--- config.mk ---
export PLATFORM = sky130hd
export DESIGN_NAME = pad_in_conditioner
export DESIGN_NICKNAME = d
export VERILOG_FILES = /design/src/rtl/pad_cond_pkg.sv /design/src/rtl/pad_in_filter.sv /design/src/rtl/pad_in_conditioner.sv
export SDC_FILE = /design/constraint.sdc
export NUM_CORES = 1
export LEC_CHECK = 0
export ABC_AREA = 1
export CORE_ASPECT_RATIO = 0.9
export CORE_MARGIN = 2
export CORE_UTILIZATION = 34
export CTS_CLUSTER_SIZE = 24
export DETAILED_ROUTE_END_ITERATION = 8
export MAX_ROUTING_LAYER = met4
export PLACE_DENSITY = 0.62
export SLEW_MARGIN = 5
export SYNTH_ARGS = -nofsm -noshare
export SYNTH_HDL_FRONTEND = slang
export SYNTH_SLANG_ARGS = --single-unit
--- constraint.sdc ---
create_clock -name clk -period 1.95 [get_ports clk]
set_input_delay 0.39 -clock clk [delete_from_list [all_inputs] [get_ports clk]]
set_output_delay 0.39 -clock clk [all_outputs]
set_load 0.01 [all_outputs]
--- src/rtl/pad_cond_pkg.sv ---
// Shared constants and helpers for the input pad conditioning stage.
// Imported by the per-pin filter and the group top.
package pad_cond_pkg;

  localparam int NUM_IN_DEF          = 24;
  localparam int SYNC_STAGES_DEF     = 2;
  localparam int FILT_W_DEF          = 4;
  localparam int RST_SYNC_STAGES_DEF = 2;

  // What the per-pin filter does with its conditioned level this cycle
  typedef enum logic [1:0] {
    ACT_FOLLOW,
    ACT_HOLD,
    ACT_COUNT,
    ACT_TAKE
  } filt_act_e;

  // Effective filter length: a programmed 0 behaves like 1
  function automatic int unsigned max1(input int unsigned len);
    return (len == 0) ? 32'd1 : len;
  endfunction

endpackage

--- src/rtl/pad_in_filter.sv ---
// One pin: synchroniser, glitch filter, level and edge outputs.
// Edges are decoded from flops only, never from the pad.
module pad_in_filter
  import pad_cond_pkg::*;
#(
  parameter int   SYNC_STAGES = SYNC_STAGES_DEF,
  parameter int   FILT_W      = FILT_W_DEF,
  parameter logic RST_VAL     = 1'b0
) (
  input  logic              clk,
  input  logic              reset_n,
  input  logic              pad,
  input  logic              filt_en,
  input  logic [FILT_W-1:0] filt_len,
  output logic              data,
  output logic              rise,
  output logic              fall
);

  logic [SYNC_STAGES-1:0] sync;
  logic                   s;
  logic                   data_d;
  logic                   data_nx;
  logic [FILT_W-1:0]      cnt;
  logic [FILT_W-1:0]      cnt_nx;
  logic                   hit;
  filt_act_e              act;

  assign s   = sync[SYNC_STAGES-1];
  assign hit = (32'(cnt) + 32'd1) >= max1(32'(filt_len));

  // Plain shift chain into the core clock domain
  always_ff @(posedge clk or negedge reset_n) begin
    if (!reset_n) begin
      sync <= {SYNC_STAGES{RST_VAL}};
    end else begin
      sync <= {sync[SYNC_STAGES-2:0], pad};
    end
  end

  // Pick the filter action; bypass wins, then agreement
  always_comb begin
    act = ACT_FOLLOW;
    priority case (1'b1)
      !filt_en:  act = ACT_FOLLOW;
      s == data: act = ACT_HOLD;
      hit:       act = ACT_TAKE;
      default:   act = ACT_COUNT;
    endcase
  end

  // Next level and stability count for the chosen action
  always_comb begin
    data_nx = data;
    cnt_nx  = '0;
    unique case (act)
      ACT_FOLLOW: data_nx = s;
      ACT_TAKE:   data_nx = s;
      ACT_COUNT:  cnt_nx  = cnt + FILT_W'(1);
      default:    cnt_nx  = '0;
    endcase
  end

  // Conditioned level, its delayed copy and the counter
  always_ff @(posedge clk or negedge reset_n) begin
    if (!reset_n) begin
      data   <= RST_VAL;
      data_d <= RST_VAL;
      cnt    <= '0;
    end else begin
      data   <= data_nx;
      data_d <= data;
      cnt    <= cnt_nx;
    end
  end

  assign rise = data & ~data_d;
  assign fall = ~data & data_d;

endmodule

--- src/rtl/pad_in_conditioner.sv ---
// Input pad group conditioner: per-pin filters, pending/irq,
// and the async-assert / sync-deassert core reset.
module pad_in_conditioner
  import pad_cond_pkg::*;
#(
  parameter int                NUM_IN          = NUM_IN_DEF,
  parameter int                SYNC_STAGES     = SYNC_STAGES_DEF,
  parameter int                FILT_W          = FILT_W_DEF,
  parameter int                RST_SYNC_STAGES = RST_SYNC_STAGES_DEF,
  parameter logic [NUM_IN-1:0] SYNC_RST_VAL    = '0
) (
  input  logic              clk,
  input  logic              reset_n,
  output logic              rst_n_sync_o,
  input  logic [NUM_IN-1:0] pad_c_i,
  input  logic [NUM_IN-1:0] filt_en_i,
  input  logic [FILT_W-1:0] filt_len_i,
  input  logic [NUM_IN-1:0] rise_en_i,
  input  logic [NUM_IN-1:0] fall_en_i,
  input  logic [NUM_IN-1:0] irq_mask_i,
  input  logic [NUM_IN-1:0] irq_clr_i,
  output logic [NUM_IN-1:0] data_o,
  output logic [NUM_IN-1:0] rise_o,
  output logic [NUM_IN-1:0] fall_o,
  output logic [NUM_IN-1:0] irq_pend_o,
  output logic              irq_o
);

  logic [RST_SYNC_STAGES-1:0] rst_chain;
  logic [NUM_IN-1:0]          pend;
  logic [NUM_IN-1:0]          set;

  // Reset chain: cleared at once, ones walk in on clk
  always_ff @(posedge clk or negedge reset_n) begin
    if (!reset_n) begin
      rst_chain <= '0;
    end else begin
      rst_chain <= {rst_chain[RST_SYNC_STAGES-2:0], 1'b1};
    end
  end

  assign rst_n_sync_o = rst_chain[RST_SYNC_STAGES-1];

  for (genvar k = 0; k < NUM_IN; k++) begin : g_pin
    pad_in_filter #(
      .SYNC_STAGES (SYNC_STAGES),
      .FILT_W      (FILT_W),
      .RST_VAL     (SYNC_RST_VAL[k])
    ) u_filt (
      .clk      (clk),
      .reset_n  (reset_n),
      .pad      (pad_c_i[k]),
      .filt_en  (filt_en_i[k]),
      .filt_len (filt_len_i),
      .data     (data_o[k]),
      .rise     (rise_o[k]),
      .fall     (fall_o[k])
    );
  end

  assign set = (rise_o & rise_en_i) | (fall_o & fall_en_i);

  // Sticky pending bits; a new edge beats a same-cycle clear
  always_ff @(posedge clk or negedge reset_n) begin
    if (!reset_n) begin
      pend <= '0;
    end else begin
      pend <= (pend & ~irq_clr_i) | set;
    end
  end

  assign irq_pend_o = pend;
  assign irq_o      = |(pend & irq_mask_i);

endmodule

-- After elaboration in Yosys (flattened, before gate mapping)
Index checks and enable logic that the tools add are counted.
- $add $sub $neg: 48
- order comparisons: 24
- eq/ne operators: 72
- muxes and demuxes: 97
- bitwise operators: 103
- reductions and logical operators: 50
- operators by type and width (kind ; number):
    $ge 32x32->1 ; 21
    $add 4x1->5 const B ; 24
    $mux 4 ; 25
    $add 4x1->4 const B ; 24
    $and 24x24->24 ; 4
    $eq 2x2->1 const B ; 48
    $ge 32x4->1 ; 3
    $mux 2 ; 48
    $and 1x1->1 ; 48
    $logic_not 2->1 ; 24
    $not 1->1 ; 48
    $or 24x24->24 ; 2
    $reduce_or 2->1 ; 24
    $eq 1x1->1 ; 24
    $mux 1 ; 24
    $not 24->24 ; 1
    $reduce_or 24->1 ; 1
    $logic_not 4->1 ; 1
- register bits after elaboration: 218
- input port bits: 150
- output and inout bits: 98
- word-level logic and storage cells: 492

-- Depth between registers and ports, before layout
- word-level depth: 8
- gate-level depth with buffers: 17
- mapped depth without buffers: 15

-- Modules after synthesis
A second synthesis with hierarchy kept.
- cell total of the unflattened synthesis: 1606
- area total of the unflattened synthesis: 12568.3 um^2
- modules (own cells, without submodules) (module ; times used ; cells an instance ; area an instance (um^2) ; sequential area each (um^2)):
    pad_in_filter ; 24 ; 60 ; 470.5 ; 200.2
    pad_in_conditioner ; 1 ; 166 ; 1277.5 ; 650.6

-- Worst setup path before layout
OpenSTA, ideal clock, no wires.
- kind: input port to flip-flop
- from: input filt_len_i[1]
- to: register g_pin[3].u_filt.data
- library setup time: 0.126 ns
- arrival time: 2.575 ns
- required time: 1.824 ns
- slack: -0.751 ns
- cell stages on the path: 15
- path buffers: 0
- cells stage by stage: inv_1 > a31o_1 > ha_1 > inv_1 > nand2_1 > nand2_1 > nand2_1 > nand2_1 > nand2_1 > nand2_1 > nand2_1 > nand2_1 > ha_1 > nand2_1 > o21ai_0
- longest elaborated chain between the ends: 8
- elaborated cells on any way between the ends: 9
- those cells by class: 1 x order compare; 1 x eq/ne; 4 x mux; 3 x reduce/logical
- RTL lines (item ; RTL line ; source):
    start, declared ; pad_in_conditioner.sv:17 ; input logic [FILT_W-1:0] filt_len_i,
    $logic_not 4->1 ; pad_cond_pkg.sv:20 ; return (len == 0) ? 32'd1 : len;
    $mux 4 (*) ; pad_cond_pkg.sv:20 ;
    $ge 32x32->1 (*) ; pad_in_filter.sv:30 ; assign hit = (32'(cnt) + 32'd1) >= max1(32'(filt_len));
    $mux 1 (*) ; pad_in_filter.sv:44 ; priority case (1'b1)
    $mux 2 (*) (2 in a row) ; pad_in_filter.sv:44 ;
    $eq 2x2->1 or $logic_not 2->1 (tied branches) ; pad_in_filter.sv:56 ; unique case (act)
    $reduce_or 2->1 (no line) (*) ; n/a ;
    end signal, assigned ; pad_in_filter.sv:71 ; data <= data_nx;
    end, declared ; pad_in_filter.sv:15 ; output logic data,
Every way passes the cells marked *; elsewhere a longest branch is shown, timed or not.
A chain may end at the register's enable or synchronous reset.

-- Final worst setup path
- from: register pend[4], in the netlist irq_pend_o[4]
- to: output irq_o
- longest elaborated chain between the ends: 2
- RTL lines (item ; RTL line ; source):
    start, declared ; pad_in_conditioner.sv:30 ; logic [NUM_IN-1:0] pend;
    start signal, assigned ; pad_in_conditioner.sv:68 ; pend <= (pend & ~irq_clr_i) | set;
    $and 24x24->24 ; pad_in_conditioner.sv:73 ; assign irq_o = |(pend & irq_mask_i);
    $reduce_or 24->1 ; pad_in_conditioner.sv:73 ;
    end, declared ; pad_in_conditioner.sv:26 ; output logic irq_o
Every way passes these cells.

==> flow_summary.toml <==
[sta]
finClkSkew_ns = 0.006207
relSlewSlack_pct = 62.92
fin_crit_ns = 2.064
timing.fmax_mhz = 484.4
worstMarginPinSlew_ns = 0.5562
holdWs_ns = 0.3043
setup_tns_ns = -0.1144
rsz0062_at_grt = "true"
fin_ws_ns = -0.1144
report.final.slew_viol_count = 0
finalSetupViolations = 1
hold_viol = 0
period_share_pct = 105.9

[layout]
multi_input_area_um2 = 5722
final_nets = 2097
fill_cells = 3488
drive_above_1_share_pct = 14.19
area_growth_pct = 37.27
seq_area_um2 = 5466

[worst_hold_path]
worstHoldPathCells = 1
hp-start = "pad_c_i[23]"
hp-class = "input port to flip-flop"
hold_end = "g_pin[23].u_filt.sync[0]$_DFF_PN0_"

[global_routing]
met3_usage_pct = 2.475
track_usage_pct = 16.81
grt_pass1_vias = 10040
busiest_layer = "met2"
use_met1_pct = 21.80
grt_remaining_overflow = 0
antenna_found_initial = 3
grt_pass1_wl_mm = 49.32
grt_max_degree = 53
grt_use_met2_pct = 27.47

[logic_synthesis]
synth_nets = 1810
synth_edf_count = 0
synth_top_cell_area_share_pct = 44.26
ys.warnings.count = 0
synth_top_cell_by_area = "dfrtp_1"
avgSynthCellArea_um2 = 7.880
yosysMostFrequentCell = "nand2_1"
synthTopCellsByCount = "505 x nand2_1, 271 x inv_1, 218 x dfrtp_1"
synth_seq_cells = 218
syn-instance-count = 1564
synth_ff_type = "dfrtp_1"
synth_cell_types = 20
syn_area_um2 = 12320
async_reset_ff_share_pct = 100.0
synth-seq-area-share_pct = 44.26
synth_area_leaders = "dfrtp_1 44%, nand2_1 15%, ha_1 9.7%"

[status]
failed_checks = "setup timing"
status = "finished with violations"

[routing]
drcViolationCount = 0
routed_wirelength_mm = 31.43
dr.pass1.iters = 5
wire_per_inst_um = 13.39
avgViaCountPerCell = 4.367
drt-initial-drc-count = 515
vias = 10250
drt.antenna.violating_nets = 0

[die]
core_area_um2 = 35920
initial_core_util_pct = 34.31
dieArea_um2 = 37790
die_h_um = 184.6
ios = 248
rows = 66
dieWidth_um = 204.7

[placement]
routabilityCongestion = 0.8053
io_buffers = 247
dp_hpwl_mm = 22.04

[clock_network]
clk_pin_slew_ns = 0.06
cts_tree = "done"
ctsLongestPathBuffers = 3
clkLatencyLatePin_ns = 0.52
cts_buffers = 26
clock_sinks = 218
cts-root-buf = "clkbuf_16"
cts_max_level = 1

[critical_path]
crit_chain = "nand2_2, nand4_1, nor2_1, buf_4, nand3_2, buf_6"
cp_slowest_cell = "dfrtp_1"
crit_buf_inv = 2
crit_path_end_kind = "output pin"
cpLargestDelayFamily = "simple AND/OR/NAND/NOR gates"
path_max_fanout = 2
cpPeakStageDelay_ns = 0.39
rr_startpoint = "g_pin[19].u_filt.cnt[1]$_DFF_PN0_"
reg2reg_to = "g_pin[19].u_filt.data$_DFFE_PN0P_"
cp.required_ns = 1.56
startpoint_type = "flip-flop"
critical_path_class = "flip-flop to output pin"
reg2regPathDepth = 12
critPathArrivalTime_ns = 1.67
regToRegSetupSlack_ns = 0.09

[pwr]
p_leak_uw = 0.008655
vdd_drop_max_v = 0.0006217
power_density_nw_per_um2 = 1177

[run]
drv_cap = 0
worst max-delay path by stage:
stage | start | endpoint | slack (ns) | cells past startpoint
after detailed placement | filt_len_i[1] | g_pin[15].u_filt.data$_DFFE_PN0P_ | -0.83 | 16
after global routing | irq_pend_o[4]$_DFF_PN0_ | irq_o | -0.26 | 6
final | irq_pend_o[4]$_DFF_PN0_ | irq_o | -0.11 | 6
after CTS | irq_pend_o[4]$_DFF_PN0_ | irq_o | -0.19 | 6
after global placement | filt_len_i[1] | g_pin[15].u_filt.data$_DFFE_PN0P_ | -0.78 | 16
after floorplan | filt_len_i[1] | g_pin[12].u_filt.data$_DFFE_PN0P_ | -0.35 | 15
placed cells by master, fill, tap and decap left out, drive strengths merged:
cell type	netlist	layout
a21oi	1	1
a31o	1	4
buf	82	95
bufinv	0	1
clkbuf	0	42
clkdlybuf4s15	0	2
clkdlybuf4s50	0	171
clkinv	0	2
clkinvlp	0	1
conb	1	1
dfrtp	218	218
diode	0	4
dlygate4sd2	0	64
dlygate4sd3	0	1
dlymetal6s2s	0	4
ha	96	96
inv	291	290
nand2	505	505
nand3	73	73
nand4	30	30
nor2	194	194
o211ai	24	24
o21ai	24	24
xnor2	24	24
area by class of cell:
type                    count  share of cell area [%]
clock inverters             3                  0.2367
clock buffers              41                   4.896
inverters                 291                   6.568
diodes                      4                 0.05917
flip-flops and latches    218                   32.31
multi-input cells         976                   33.82
repair buffers            338                   18.59
well taps                 476                   3.520
logic make-up (layout without fill, tap and decap cells):
kind of cell,after synthesis,after routing,synth area share (%)
compound gates,50,53,2.548
xor+xnor,24,24,1.706
fa+ha+maj,96,96,9.746
buf+inv,373,673,14.47
flops,218,218,44.26
other cells,1,5,0.03043
simple gates,802,802,27.24
what timing repair did:
item | in CTS | in global routing
resized for setup | 96 | 76
endpoints found under the hold margin | 45 | 0
hold buffers | 1 | 0
buffers inserted | 34 | 13
cloned | 3 | 0
pin swaps | 4 | 57
endpoints found under the setup margin | 190 | 89
layer usage:
| layer | vias to the layer above | share of wire [%] |
|---|---|---|
| met3 | 48 | 5.4 |
| met1 | 4688 | 45 |
| li1 | 5273 | - |
| met5 | - | 0 |
| met2 | 241 | 47 |
| met4 | 0 | 2.7 |
state kept, by name (all words and copies together), names as in the netlist:
name and flops:
g_pin.u_filt.cnt 96, g_pin.u_filt.data 24, g_pin.u_filt.data_d 24, g_pin.u_filt.sync 48, irq_pend_o 24, rst_chain 2
through the flow:
stage                     total power, µW  cell area (µm²)  util [%]  setup slack (ns)  instances
after floorplan                     11420            12340         -           -0.3470       1564
after global placement              14200            15100     42.03           -0.7796       2248
after detailed placement            14370            15100     42.03           -0.8253       2248
after CTS                           19480            16230     45.18           -0.1903       2330
after global routing                21590            16920     47.10           -0.2596       2347
final                               19900            16920     47.10           -0.1144       2347
where the power goes:
part           switching [µW]  leakage [µW]  internal (µW)
clock network            1860      0.000431           3010
logic                    4330       0.00545           4260
registers                 896       0.00277           5560
Power figures use the tool's default switching activity.
